===== src/rtl/datapath_seq_if.sv =====
// Control/datapath bundle for datapath_seq: register selects, ALU and
// sequential-unit handshake, memory data and observability outputs.
interface datapath_seq_if #(
    parameter int WIDTH = 32,
    parameter int NREGS = 16
);
    logic [NREGS-1:0] Rin;
    logic [NREGS-1:0] Rout;
    logic             PCin;
    logic             PCout;
    logic             IRin;
    logic             Yin;
    logic             MDRin;
    logic             MDRout;
    logic             HIin;
    logic             HIout;
    logic             LOin;
    logic             LOout;
    logic             Zin;
    logic             Zhighout;
    logic             Zlowout;
    logic             Read;
    logic [WIDTH-1:0] Mdatain;
    logic [3:0]       ALUop;
    logic             mul_start;
    logic             div_start;
    logic             busy;
    logic             done;
    logic             div_by_zero;
    logic             bus_conflict;
    logic [WIDTH-1:0] BusMuxOut;
    logic [WIDTH-1:0] IR_q;

    modport master (
        output Rin, Rout, PCin, PCout, IRin, Yin,
        output MDRin, MDRout, HIin, HIout, LOin, LOout,
        output Zin, Zhighout, Zlowout, Read, Mdatain,
        output ALUop, mul_start, div_start,
        input  busy, done, div_by_zero, bus_conflict,
        input  BusMuxOut, IR_q
    );

    modport slave (
        input  Rin, Rout, PCin, PCout, IRin, Yin,
        input  MDRin, MDRout, HIin, HIout, LOin, LOout,
        input  Zin, Zhighout, Zlowout, Read, Mdatain,
        input  ALUop, mul_start, div_start,
        output busy, done, div_by_zero, bus_conflict,
        output BusMuxOut, IR_q
    );
endinterface


===== src/rtl/datapath_seq.sv =====
// Single-bus datapath with priority bus mux, ALU into Z and a sequential
// signed multiply (Booth) / divide (restoring) unit that owns Z while running.
module datapath_seq #(
    parameter int WIDTH = 32,
    parameter int NREGS = 16
) (
    input logic          clock,
    input logic          clear,
    datapath_seq_if.slave dp
);
    localparam int SW = $clog2(WIDTH);
    localparam int CW = $clog2(WIDTH + 1);

    typedef enum logic {IDLE, RUN} state_t;

    logic [WIDTH-1:0]   r [NREGS];
    logic [WIDTH-1:0]   pc, ir, y, mdr, hi, lo;
    logic [2*WIDTH-1:0] z;
    logic [WIDTH-1:0]   bus, alu;
    logic [NREGS+5:0]   sel;

    state_t           state, state_n;
    logic [CW-1:0]    cnt;
    logic             is_mul, accept, fin;
    logic [WIDTH:0]   acc, acc_n;
    logic [WIDTH-1:0] qr, qr_n;
    logic             qm1, qm1_n;
    logic [WIDTH-1:0] mcand, dvd;
    logic             neg_q, neg_r, dz, dbz;
    logic [2*WIDTH-1:0] seq_res;

    // Lowest priority first so higher-priority drivers override
    always_comb begin
        bus = '0;
        if (dp.Zlowout)  bus = z[WIDTH-1:0];
        if (dp.Zhighout) bus = z[2*WIDTH-1:WIDTH];
        if (dp.LOout)    bus = lo;
        if (dp.HIout)    bus = hi;
        if (dp.MDRout)   bus = mdr;
        if (dp.PCout)    bus = pc;
        for (int i = NREGS - 1; i >= 0; i--) begin
            if (dp.Rout[i]) bus = r[i];
        end
    end

    assign sel = {dp.Rout, dp.PCout, dp.MDRout, dp.HIout,
                  dp.LOout, dp.Zhighout, dp.Zlowout};

    assign dp.BusMuxOut    = bus;
    assign dp.bus_conflict = ($countones(sel) > 1);
    assign dp.IR_q         = ir;
    assign dp.busy         = (state == RUN);
    assign dp.div_by_zero  = dbz;

    logic [SW-1:0]      sh;
    logic [2*WIDTH-1:0] dbl_r, dbl_l;

    always_comb begin
        sh    = bus[SW-1:0];
        dbl_r = {y, y} >> sh;
        dbl_l = {y, y} << sh;
        case (dp.ALUop)
            4'd0:    alu = y + bus;
            4'd1:    alu = y - bus;
            4'd2:    alu = y & bus;
            4'd3:    alu = y | bus;
            4'd4:    alu = y >> sh;
            4'd5:    alu = $signed(y) >>> sh;
            4'd6:    alu = y << sh;
            4'd7:    alu = dbl_r[WIDTH-1:0];
            4'd8:    alu = dbl_l[2*WIDTH-1:WIDTH];
            4'd9:    alu = '0 - bus;
            4'd10:   alu = ~bus;
            default: alu = '0;
        endcase
    end

    logic [WIDTH:0] sum, r2, trial;
    logic [WIDTH-1:0] quo, rem;

    always_comb begin
        sum   = acc;
        r2    = {acc[WIDTH-1:0], qr[WIDTH-1]};
        trial = r2 - {1'b0, mcand};
        qm1_n = qm1;
        if (is_mul) begin
            if ({qr[0], qm1} == 2'b01) sum = acc + {mcand[WIDTH-1], mcand};
            if ({qr[0], qm1} == 2'b10) sum = acc - {mcand[WIDTH-1], mcand};
            acc_n = {sum[WIDTH], sum[WIDTH:1]};
            qr_n  = {sum[0], qr[WIDTH-1:1]};
            qm1_n = qr[0];
        end else if (!trial[WIDTH]) begin
            acc_n = trial;
            qr_n  = {qr[WIDTH-2:0], 1'b1};
        end else begin
            acc_n = r2;
            qr_n  = {qr[WIDTH-2:0], 1'b0};
        end
        quo = neg_q ? ('0 - qr_n) : qr_n;
        rem = neg_r ? ('0 - acc_n[WIDTH-1:0]) : acc_n[WIDTH-1:0];
        if (is_mul)  seq_res = {acc_n[WIDTH-1:0], qr_n};
        else if (dz) seq_res = {dvd, {WIDTH{1'b1}}};
        else         seq_res = {rem, quo};
    end

    always_comb begin
        state_n = state;
        accept  = 1'b0;
        fin     = 1'b0;
        unique case (state)
            IDLE: begin
                if (dp.mul_start || dp.div_start) begin
                    accept  = 1'b1;
                    state_n = RUN;
                end
            end
            RUN: begin
                if (cnt == CW'(1)) begin
                    fin     = 1'b1;
                    state_n = IDLE;
                end
            end
        endcase
    end

    always_ff @(posedge clock or posedge clear) begin
        if (clear) state <= IDLE;
        else       state <= state_n;
    end

    logic [WIDTH-1:0] ya, ba;
    assign ya = y[WIDTH-1]   ? ('0 - y)   : y;
    assign ba = bus[WIDTH-1] ? ('0 - bus) : bus;

    always_ff @(posedge clock or posedge clear) begin
        if (clear) begin
            cnt     <= '0;
            is_mul  <= 1'b0;
            acc     <= '0;
            qr      <= '0;
            qm1     <= 1'b0;
            mcand   <= '0;
            dvd     <= '0;
            neg_q   <= 1'b0;
            neg_r   <= 1'b0;
            dz      <= 1'b0;
            dbz     <= 1'b0;
            dp.done <= 1'b0;
        end else begin
            dp.done <= fin;
            if (accept) begin
                cnt    <= CW'(WIDTH);
                is_mul <= dp.mul_start;
                acc    <= '0;
                qm1    <= 1'b0;
                dvd    <= y;
                neg_q  <= y[WIDTH-1] ^ bus[WIDTH-1];
                neg_r  <= y[WIDTH-1];
                dz     <= (bus == '0);
                dbz    <= 1'b0;
                qr     <= dp.mul_start ? bus : ya;
                mcand  <= dp.mul_start ? y : ba;
            end else if (state == RUN) begin
                cnt <= cnt - CW'(1);
                acc <= acc_n;
                qr  <= qr_n;
                qm1 <= qm1_n;
                if (fin && !is_mul && dz) dbz <= 1'b1;
            end
        end
    end

    always_ff @(posedge clock or posedge clear) begin
        if (clear) begin
            for (int i = 0; i < NREGS; i++) r[i] <= '0;
            pc  <= '0;
            ir  <= '0;
            y   <= '0;
            mdr <= '0;
            hi  <= '0;
            lo  <= '0;
            z   <= '0;
        end else begin
            for (int i = 0; i < NREGS; i++) begin
                if (dp.Rin[i]) r[i] <= bus;
            end
            if (dp.PCin)  pc  <= bus;
            if (dp.IRin)  ir  <= bus;
            if (dp.Yin)   y   <= bus;
            if (dp.HIin)  hi  <= bus;
            if (dp.LOin)  lo  <= bus;
            if (dp.MDRin) mdr <= dp.Read ? dp.Mdatain : bus;
            if (fin)
                z <= seq_res;
            else if (dp.Zin && state == IDLE)
                z <= {{WIDTH{1'b0}}, alu};
        end
    end
endmodule


===== src/flat_wrapper.sv =====
// flat-port wrapper written by rule: the top's interface ports become plain ports
module datapath_seq_flat 
#(
    parameter int WIDTH = 32,
    parameter int NREGS = 16
)
  (clock, clear, dp_Rin, dp_Rout, dp_PCin, dp_PCout, dp_IRin, dp_Yin, dp_MDRin, dp_MDRout, dp_HIin, dp_HIout, dp_LOin, dp_LOout, dp_Zin, dp_Zhighout, dp_Zlowout, dp_Read, dp_Mdatain, dp_ALUop, dp_mul_start, dp_div_start, dp_busy, dp_done, dp_div_by_zero, dp_bus_conflict, dp_BusMuxOut, dp_IR_q);
  datapath_seq_if #(.WIDTH(WIDTH), .NREGS(NREGS)) dp_i ();
  input logic clock;
  input logic clear;
  input wire logic [$bits(dp_i.Rin)-1:0] dp_Rin;
  input wire logic [$bits(dp_i.Rout)-1:0] dp_Rout;
  input wire logic [$bits(dp_i.PCin)-1:0] dp_PCin;
  input wire logic [$bits(dp_i.PCout)-1:0] dp_PCout;
  input wire logic [$bits(dp_i.IRin)-1:0] dp_IRin;
  input wire logic [$bits(dp_i.Yin)-1:0] dp_Yin;
  input wire logic [$bits(dp_i.MDRin)-1:0] dp_MDRin;
  input wire logic [$bits(dp_i.MDRout)-1:0] dp_MDRout;
  input wire logic [$bits(dp_i.HIin)-1:0] dp_HIin;
  input wire logic [$bits(dp_i.HIout)-1:0] dp_HIout;
  input wire logic [$bits(dp_i.LOin)-1:0] dp_LOin;
  input wire logic [$bits(dp_i.LOout)-1:0] dp_LOout;
  input wire logic [$bits(dp_i.Zin)-1:0] dp_Zin;
  input wire logic [$bits(dp_i.Zhighout)-1:0] dp_Zhighout;
  input wire logic [$bits(dp_i.Zlowout)-1:0] dp_Zlowout;
  input wire logic [$bits(dp_i.Read)-1:0] dp_Read;
  input wire logic [$bits(dp_i.Mdatain)-1:0] dp_Mdatain;
  input wire logic [$bits(dp_i.ALUop)-1:0] dp_ALUop;
  input wire logic [$bits(dp_i.mul_start)-1:0] dp_mul_start;
  input wire logic [$bits(dp_i.div_start)-1:0] dp_div_start;
  output wire logic [$bits(dp_i.busy)-1:0] dp_busy;
  output wire logic [$bits(dp_i.done)-1:0] dp_done;
  output wire logic [$bits(dp_i.div_by_zero)-1:0] dp_div_by_zero;
  output wire logic [$bits(dp_i.bus_conflict)-1:0] dp_bus_conflict;
  output wire logic [$bits(dp_i.BusMuxOut)-1:0] dp_BusMuxOut;
  output wire logic [$bits(dp_i.IR_q)-1:0] dp_IR_q;
  assign dp_i.Rin = dp_Rin;
  assign dp_i.Rout = dp_Rout;
  assign dp_i.PCin = dp_PCin;
  assign dp_i.PCout = dp_PCout;
  assign dp_i.IRin = dp_IRin;
  assign dp_i.Yin = dp_Yin;
  assign dp_i.MDRin = dp_MDRin;
  assign dp_i.MDRout = dp_MDRout;
  assign dp_i.HIin = dp_HIin;
  assign dp_i.HIout = dp_HIout;
  assign dp_i.LOin = dp_LOin;
  assign dp_i.LOout = dp_LOout;
  assign dp_i.Zin = dp_Zin;
  assign dp_i.Zhighout = dp_Zhighout;
  assign dp_i.Zlowout = dp_Zlowout;
  assign dp_i.Read = dp_Read;
  assign dp_i.Mdatain = dp_Mdatain;
  assign dp_i.ALUop = dp_ALUop;
  assign dp_i.mul_start = dp_mul_start;
  assign dp_i.div_start = dp_div_start;
  assign dp_busy = dp_i.busy;
  assign dp_done = dp_i.done;
  assign dp_div_by_zero = dp_i.div_by_zero;
  assign dp_bus_conflict = dp_i.bus_conflict;
  assign dp_BusMuxOut = dp_i.BusMuxOut;
  assign dp_IR_q = dp_i.IR_q;
  datapath_seq #(.WIDTH(WIDTH), .NREGS(NREGS)) u_core (.clock(clock), .clear(clear), .dp(dp_i));
endmodule

===== config.mk =====
export PLATFORM = sky130hd
export DESIGN_NAME = datapath_seq_flat
export DESIGN_NICKNAME = d
export VERILOG_FILES = /design/src/rtl/datapath_seq_if.sv /design/src/rtl/datapath_seq.sv /design/src/flat_wrapper.sv
export SDC_FILE = /design/constraint.sdc
export NUM_CORES = 2
export LEC_CHECK = 0
export CAP_MARGIN = 20
export CELL_PAD_IN_SITES_DETAIL_PLACEMENT = 1
export CELL_PAD_IN_SITES_GLOBAL_PLACEMENT = 1
export CORE_UTILIZATION = 45
export DETAILED_ROUTE_END_ITERATION = 6
export PLACE_DENSITY_LB_ADDON = 0.1
export SLEW_MARGIN = 20
export SYNTH_ARGS = -nofsm -noshare
export SYNTH_HDL_FRONTEND = slang
export SYNTH_SLANG_ARGS = --single-unit

===== constraint.sdc =====
create_clock -name clock -period 98 [get_ports clock]
set_input_delay 19.6 -clock clock [delete_from_list [all_inputs] [get_ports clock]]
set_output_delay 19.6 -clock clock [all_outputs]
set_load 0.02 [all_outputs]

# == Word-level counts from Yosys, hierarchy flattened ==
# Index checks and enable logic that the tools add are counted.
# totals
regBits,911
in_bits,86
word_cells,162
# classes
addsub,31
order_cmp,1
eq_ne,13
n_shift,5
mux,58
n_bitwise,5
reduce_logical,13
# op_table
operator,n
2-to-1 mux 32 bit,32
adder 32 bit,11
case mux 32 bit (11 select lines),1
2-to-1 mux 64 bit,4
2-to-1 mux 33 bit,6
"subtractor 1 x 32 -> 32 bit, first input constant",4
left shift 64 x 5 -> 64 bit,1
>> shifter 64 x 5 -> 32 bit,1
adder 33 bit,1
subtractor 33 x 32 -> 33 bit,1
subtractor 33 bit,1
bitwise AND 32 bit,1
"greater-than comparator 32 x 2 -> 1 bit, second input constant",1
zero test 32 bit,1
inverter 32 bit,1
bitwise OR 32 bit,1
left shift 32 x 5 -> 32 bit,1
>> shifter 32 x 5 -> 32 bit,1
>>> shifter 32 x 5 -> 32 bit,1
subtractor 32 bit,1
adder 1 x 1 -> 2 bit,11
"equality test 4 x 3 -> 1 bit, second input constant",4
"equality test 4 bit, second input constant",3
2-to-1 mux 1 bit,12
other kinds (16),24

# == Logic depth before layout (Yosys ltp) ==
# logic_depth
word_depth,26
mapped_depth,33
ltp_nobuf,31

# == Worst setup path before layout ==
# Ideal clock, no wire load.
# synth_path
kind,input -> output
from,input port dp_Rout[14]
to,output port dp_bus_conflict
t_arrival_ps,22987
required_time_ps,78400
setup_slack_ps,55413
cell_stages,11
cell_sequence,ha_1 fa_1 inv_1 fa_1 fa_1 inv_1 fa_1 ha_1 fa_1 nor4_1 nand2_1
# synth_between
elab_chain_len,4
# synth_rtl
element,line_no,text
start: declaration,flat_wrapper.sv:12,input wire logic [$bits(dp_i.Rout)-1:0] dp_Rout;
adder 1 x 1 -> 2 bit (implied by the code),datapath_seq.sv:50,assign dp.bus_conflict = ($countones(sel) > 1);
adder 32 bit (implied by the code) (2 in series),datapath_seq.sv:50,
greater-than comparator 32 x 2 -> 1 bit,datapath_seq.sv:50,
end: declaration,flat_wrapper.sv:34,output wire logic [$bits(dp_i.bus_conflict)-1:0] dp_bus_conflict;
# No other way between the ends.

# == Worst setup path after layout ==
# layout_path
from,input port dp_Rout[13]
to,output port dp_bus_conflict
# layout_between
elab_chain_len,5
# layout_rtl
element,line_no
adder 1 x 1 -> 2 bit (implied by the code),datapath_seq.sv:50
adder 32 bit (implied by the code) (3 in series),datapath_seq.sv:50
greater-than comparator 32 x 2 -> 1 bit,datapath_seq.sv:50
# No other way between the ends.

==> results.md <==
Run status:
- The run finished with clean final reports.

Hold path:
- In this run the most critical hold path is launched from u_core.dvd[13].
- In this run the worst hold path is classified as reg2reg.
- The worst hold path was traced through 2 stages.
- The terminating pin of the worst hold path is u_core.dvd[13].

STA:
- After layout, the worst path uses a little under half of the clock period.
- Counting I/O delays and the setup requirement, the final critical path takes ~44 ns.
- The worst-case clock skew is between 0.07 and 0.08 ns.
- The number of failing hold endpoints at the final stage was 0.
- For the pin with the worst max-slew slack, the measured transition is around 1.3 ns.
- Setup repair after global routing left no endpoint under its margin.
- The maximum clock frequency is 0.02254 GHz.
- Setup total negative slack on the finished layout was measured at 0 ns.
- The setup violation total in the final timing report is 0.
- The worst slew slack as a fraction of its limit is under 10%.
- The final critical-path setup slack is around 54 ns.
- The count of pins over their slew limit was 0.

Place:
- The count of port buffers added during placement is ~150.
- Summed over all nets, the half-perimeter wirelength after detailed placement is 240500 um.
- At the end of routability-driven placement, the weighted congestion stood at 1.082.
- Before CTS, the worst setup slack after placement is 53.69 ns.
- The total instance count after detailed placement is 8983.

Clocking:
- Post-CTS repair changed the size of 0 cells.
- After clock tree synthesis, the flow added hold-fix buffers numbering 0.
- The clock tree from TritonCTS is yes.
- Clock-pin slew was measured on the worst setup and hold paths at roughly 0.060 ns.
- The H-tree depth is 3.
- The number of buffers created by CTS is just over 100.
- In this run the post-CTS setup repair buffer count came out at 0.
- Counting along the longest clock path gives a buffer depth of 3.
- The latest clock arrival within the worst-skew pair is approximately 0.79 ns.
- The root buffer cell chosen for the clock tree is sky130_fd_sc_hd__clkbuf_16.
- Clock tree synthesis found a total of 910 sinks.

GRT:
- For this run, the total global-route usage over all layers was measured as 47.18%.
- The total congestion overflow is 0.
- The first global-routing pass estimated roughly 480000 um of wire.
- The initial antenna violation count is 24.
- The pin count of the biggest net entering global routing is around 170.
- The number of global-route vias before repair is 64890.

Cells and area:
- The growth of design area from synthesis to finish is 10.55%.
- More flip-flops sit in one register than any other, and that register is u_core.r.
- For this run, the post-layout net count is 7557.
- Leaving out filler cells and counting taps, the final layout contains slightly above 9000.
- In the final layout, the share of cells above drive strength 1 is between 10% and 20%.
- After filler insertion, the fill cell instance count of the layout stands at between 15000 and 20000.
- For this run, the share of the core covered by cells in the final layout is about half.
- The flip-flop count of the largest register, all copies and words added is 512.
- The largest registers in the layout are u_core.r x512, u_core.z x64, u_core.acc x33.

Logic synthesis:
- Sorting the synthesized cells by area gives the leading types as sky130_fd_sc_hd__dfrtp_1 36%, sky130_fd_sc_hd__a21oi_1 7.0%, sky130_fd_sc_hd__mux2_2 5.2%.
- Summed over all instances, the cell type with the most area after synthesis is sky130_fd_sc_hd__dfrtp_1.
- Counting every instance in the synthesized netlist gives roughly 7400.
- By count the netlist is led by 910 x sky130_fd_sc_hd__dfrtp_1, 883 x sky130_fd_sc_hd__a21oi_1, 864 x sky130_fd_sc_hd__nor2_1.
- Sequential elements use ~36% of the synthesized area.
- The number of nets produced by synthesis is approximately 7700.
- The primary flip-flop cell chosen by synthesis mapping is sky130_fd_sc_hd__dfrtp_1.
- A synthesized cell averages about 8.4 um^2.
- In this run, distinct cell masters in the synthesized netlist total about 120.
- The number of flops mapped to enable cells by yosys is 0.
- The synthesized design contains between 900 and 1000 register bits.
- The synthesized netlist occupies a cell area of ~63000 um^2.
- The synthesized design devotes to its leading area cell type 36.29% of total area.
- The number of warning messages in the yosys log is 0.
- The share of synthesized flip-flops with an asynchronous set or reset is 100.0%.
- The most used standard cell by instance count after synthesis is sky130_fd_sc_hd__dfrtp_1.

Setup path:
- In this run the worst path has a maximum fanout of 41.
- The launch point of the worst path is dp_Rout[13].
- The data arrival time of the critical path is 24.77 ns.
- The endpoint of the most critical register-to-register path is u_core.z[28].
- The category of the most critical setup path is in2out.
- The worst register-to-register path begins at u_core.qr[31].
- The critical path capture point type is a primary output.
- The startpoint type of the worst setup path is an input pin.
- The worst register-to-register path has a setup slack of around 90 ns.
- Counting cells, the worst reg-to-reg path comes to 33.
- The data required time of the worst path is between 70 and 80 ns.

Drt:
- The number of DRC markers in iteration 0 is around 8900.
- The routed wirelength normalized by instance count is 36.96 um.
- The number of detailed-route iterations in the first pass is 6.
- The number of nets with antenna violations after detailed routing is 0.
- The average via count per standard cell is about 7.1.
- The aggregate routed wire length is 339700 um.
- The final routed DRC violation total is 0.
- The via total after detailed routing is around 65000.

Die:
- The horizontal extent of the die is 375.4 um.
- The effective utilization at floorplan is 45.53%.
- Measured along the y axis, the die boundary spans around 380 um.
- In this run the core area contains ~140 standard-cell rows.
- The overall die area is roughly 140000 um^2.
- The region available for standard cell placement spans ~140000 um^2.
- Pin placement for this block handled approximately 150 I/O pins.

Power:
- In this run the power density over the cells is approximately 34 nW/um^2.
- The analysis attributes to cell leakage a power of 27.96 nW.
- The peak supply drop is 20.26 uV.

Job:
- The number of max-capacitance violations reported is 0.
[critical path: stages]
cell and delay (ns):
sky130_fd_sc_hd__clkdlybuf4s50_1 0.48, sky130_fd_sc_hd__buf_4 0.43, sky130_fd_sc_hd__ha_1 0.35, sky130_fd_sc_hd__fa_1 0.54, sky130_fd_sc_hd__inv_1 0.07, sky130_fd_sc_hd__fa_1 0.50, sky130_fd_sc_hd__fa_1 0.54, sky130_fd_sc_hd__inv_1 0.06
sky130_fd_sc_hd__fa_1 0.40, sky130_fd_sc_hd__ha_1 0.23, sky130_fd_sc_hd__fa_1 0.46, sky130_fd_sc_hd__nor4_1 0.28, sky130_fd_sc_hd__nand2_1 0.20, sky130_fd_sc_hd__clkdlybuf4s50_1 0.59
[metal layers]
metal  vias to the layer above  track usage, %  part of all wire [%]
li1                      26830               -                     -
met1                     33520           59.37                    38
met2                      3980           69.90                    43
met3                      1065           13.64                    11
met4                        16           32.14                   8.1
met5                         -               0                 0.044
[report_power, final]
group | switching [mW] | internal [mW] | total [mW]
Sequential | 0.116 | 0.478 | 0.593
Clock | 0.180 | 0.228 | 0.408
Combinational | 0.889 | 0.443 | 1.33
Total | 1.18 | 1.15 | 2.33
[worst max-delay path by stage]
| stage | end | slack, ns |
|---|---|---|
| 2_1_floorplan | u_core.acc[0] | 52.82 |
| 3_3_place_gp | dp_bus_conflict | 53.66 |
| 3_5_place_dp | dp_bus_conflict | 53.69 |
| 4_1_cts | dp_bus_conflict | 53.66 |
| 5_1_grt | dp_bus_conflict | 53.42 |
| 6_report | dp_bus_conflict | 53.63 |
[cell usage in the layout (no fill, tap or decap), types with 35 or more instances in the layout]
| cell type | synthesis | routed |
|---|---|---|
| sky130_fd_sc_hd__xor2_1 | 47 | 47 |
| sky130_fd_sc_hd__a31oi_1 | 59 | 58 |
| sky130_fd_sc_hd__o221ai_1 | 49 | 49 |
| sky130_fd_sc_hd__o21ai_0 | 447 | 446 |
| sky130_fd_sc_hd__inv_1 | 188 | 184 |
| sky130_fd_sc_hd__a21oi_1 | 883 | 879 |
| sky130_fd_sc_hd__mux2_2 | 289 | 289 |
| sky130_fd_sc_hd__nand3_1 | 90 | 90 |
| sky130_fd_sc_hd__o211ai_1 | 104 | 104 |
| sky130_fd_sc_hd__o21a_1 | 55 | 55 |
| sky130_fd_sc_hd__and3_1 | 36 | 35 |
| sky130_fd_sc_hd__ha_1 | 156 | 156 |
| sky130_fd_sc_hd__xnor2_1 | 156 | 156 |
| sky130_fd_sc_hd__a211oi_1 | 106 | 104 |
| sky130_fd_sc_hd__clkdlybuf4s50_1 | 0 | 111 |
| sky130_fd_sc_hd__dfrtp_1 | 910 | 908 |
| sky130_fd_sc_hd__nor3b_1 | 38 | 38 |
| sky130_fd_sc_hd__or3_1 | 53 | 53 |
| sky130_fd_sc_hd__nor2_1 | 864 | 859 |
| sky130_fd_sc_hd__nand2_1 | 702 | 702 |
| sky130_fd_sc_hd__buf_4 | 13 | 231 |
| sky130_fd_sc_hd__nor3_1 | 120 | 116 |
| sky130_fd_sc_hd__nor2b_1 | 77 | 76 |
| sky130_fd_sc_hd__o22ai_1 | 66 | 65 |
| sky130_fd_sc_hd__mux2i_1 | 167 | 167 |
| sky130_fd_sc_hd__a22oi_1 | 54 | 54 |
| sky130_fd_sc_hd__clkbuf_16 | 0 | 103 |
| sky130_fd_sc_hd__a21o_1 | 54 | 53 |
| sky130_fd_sc_hd__a221o_1 | 55 | 55 |
| sky130_fd_sc_hd__nand2b_1 | 68 | 67 |
| sky130_fd_sc_hd__o2111ai_1 | 54 | 54 |
| sky130_fd_sc_hd__a221oi_1 | 78 | 78 |
| sky130_fd_sc_hd__o31ai_1 | 72 | 71 |
| sky130_fd_sc_hd__buf_2 | 90 | 43 |
[per-stage QoR]
stage / instance area (um^2) / total power, mW / hold slack, ns
after detailed placement: 65790 / 1.865 / 0.4653
after CTS: 69310 / 2.280 / 0.4839
after floorplan: 62750 / 1.392 / 0.4410
after global routing: 69330 / 2.422 / 0.4954
final: 69370 / 2.334 / 0.4882
after global placement: 65790 / 1.836 / 0.4620
[kinds of logic (layout without fill, tap and decap cells)]
family          Yosys count  after routing  synth area share, %
simple gates           2276           2276                16.70
flops                   910            910                36.29
xor+xnor                203            203                2.833
fa+ha+maj               177            177                3.780
mux                     462            462                8.052
other cells               0             17                    0
compound gates         2567           2567                26.95
buf+inv                 851            786                5.392
[cell type report]
cell class                 count  area (um^2)  area share, %
timing repair buffer         389         3141          4.527
antenna                       17        42.54        0.06132
sequential                   910        22780          32.83
tap                         1794         2245          3.236
clock inverter                47        604.3         0.8711
inverter                     205        779.5          1.124
multi-input combinational   5685        36870          53.15
clock buffer                 145         2915          4.202
Power figures use the tool's default switching activity.
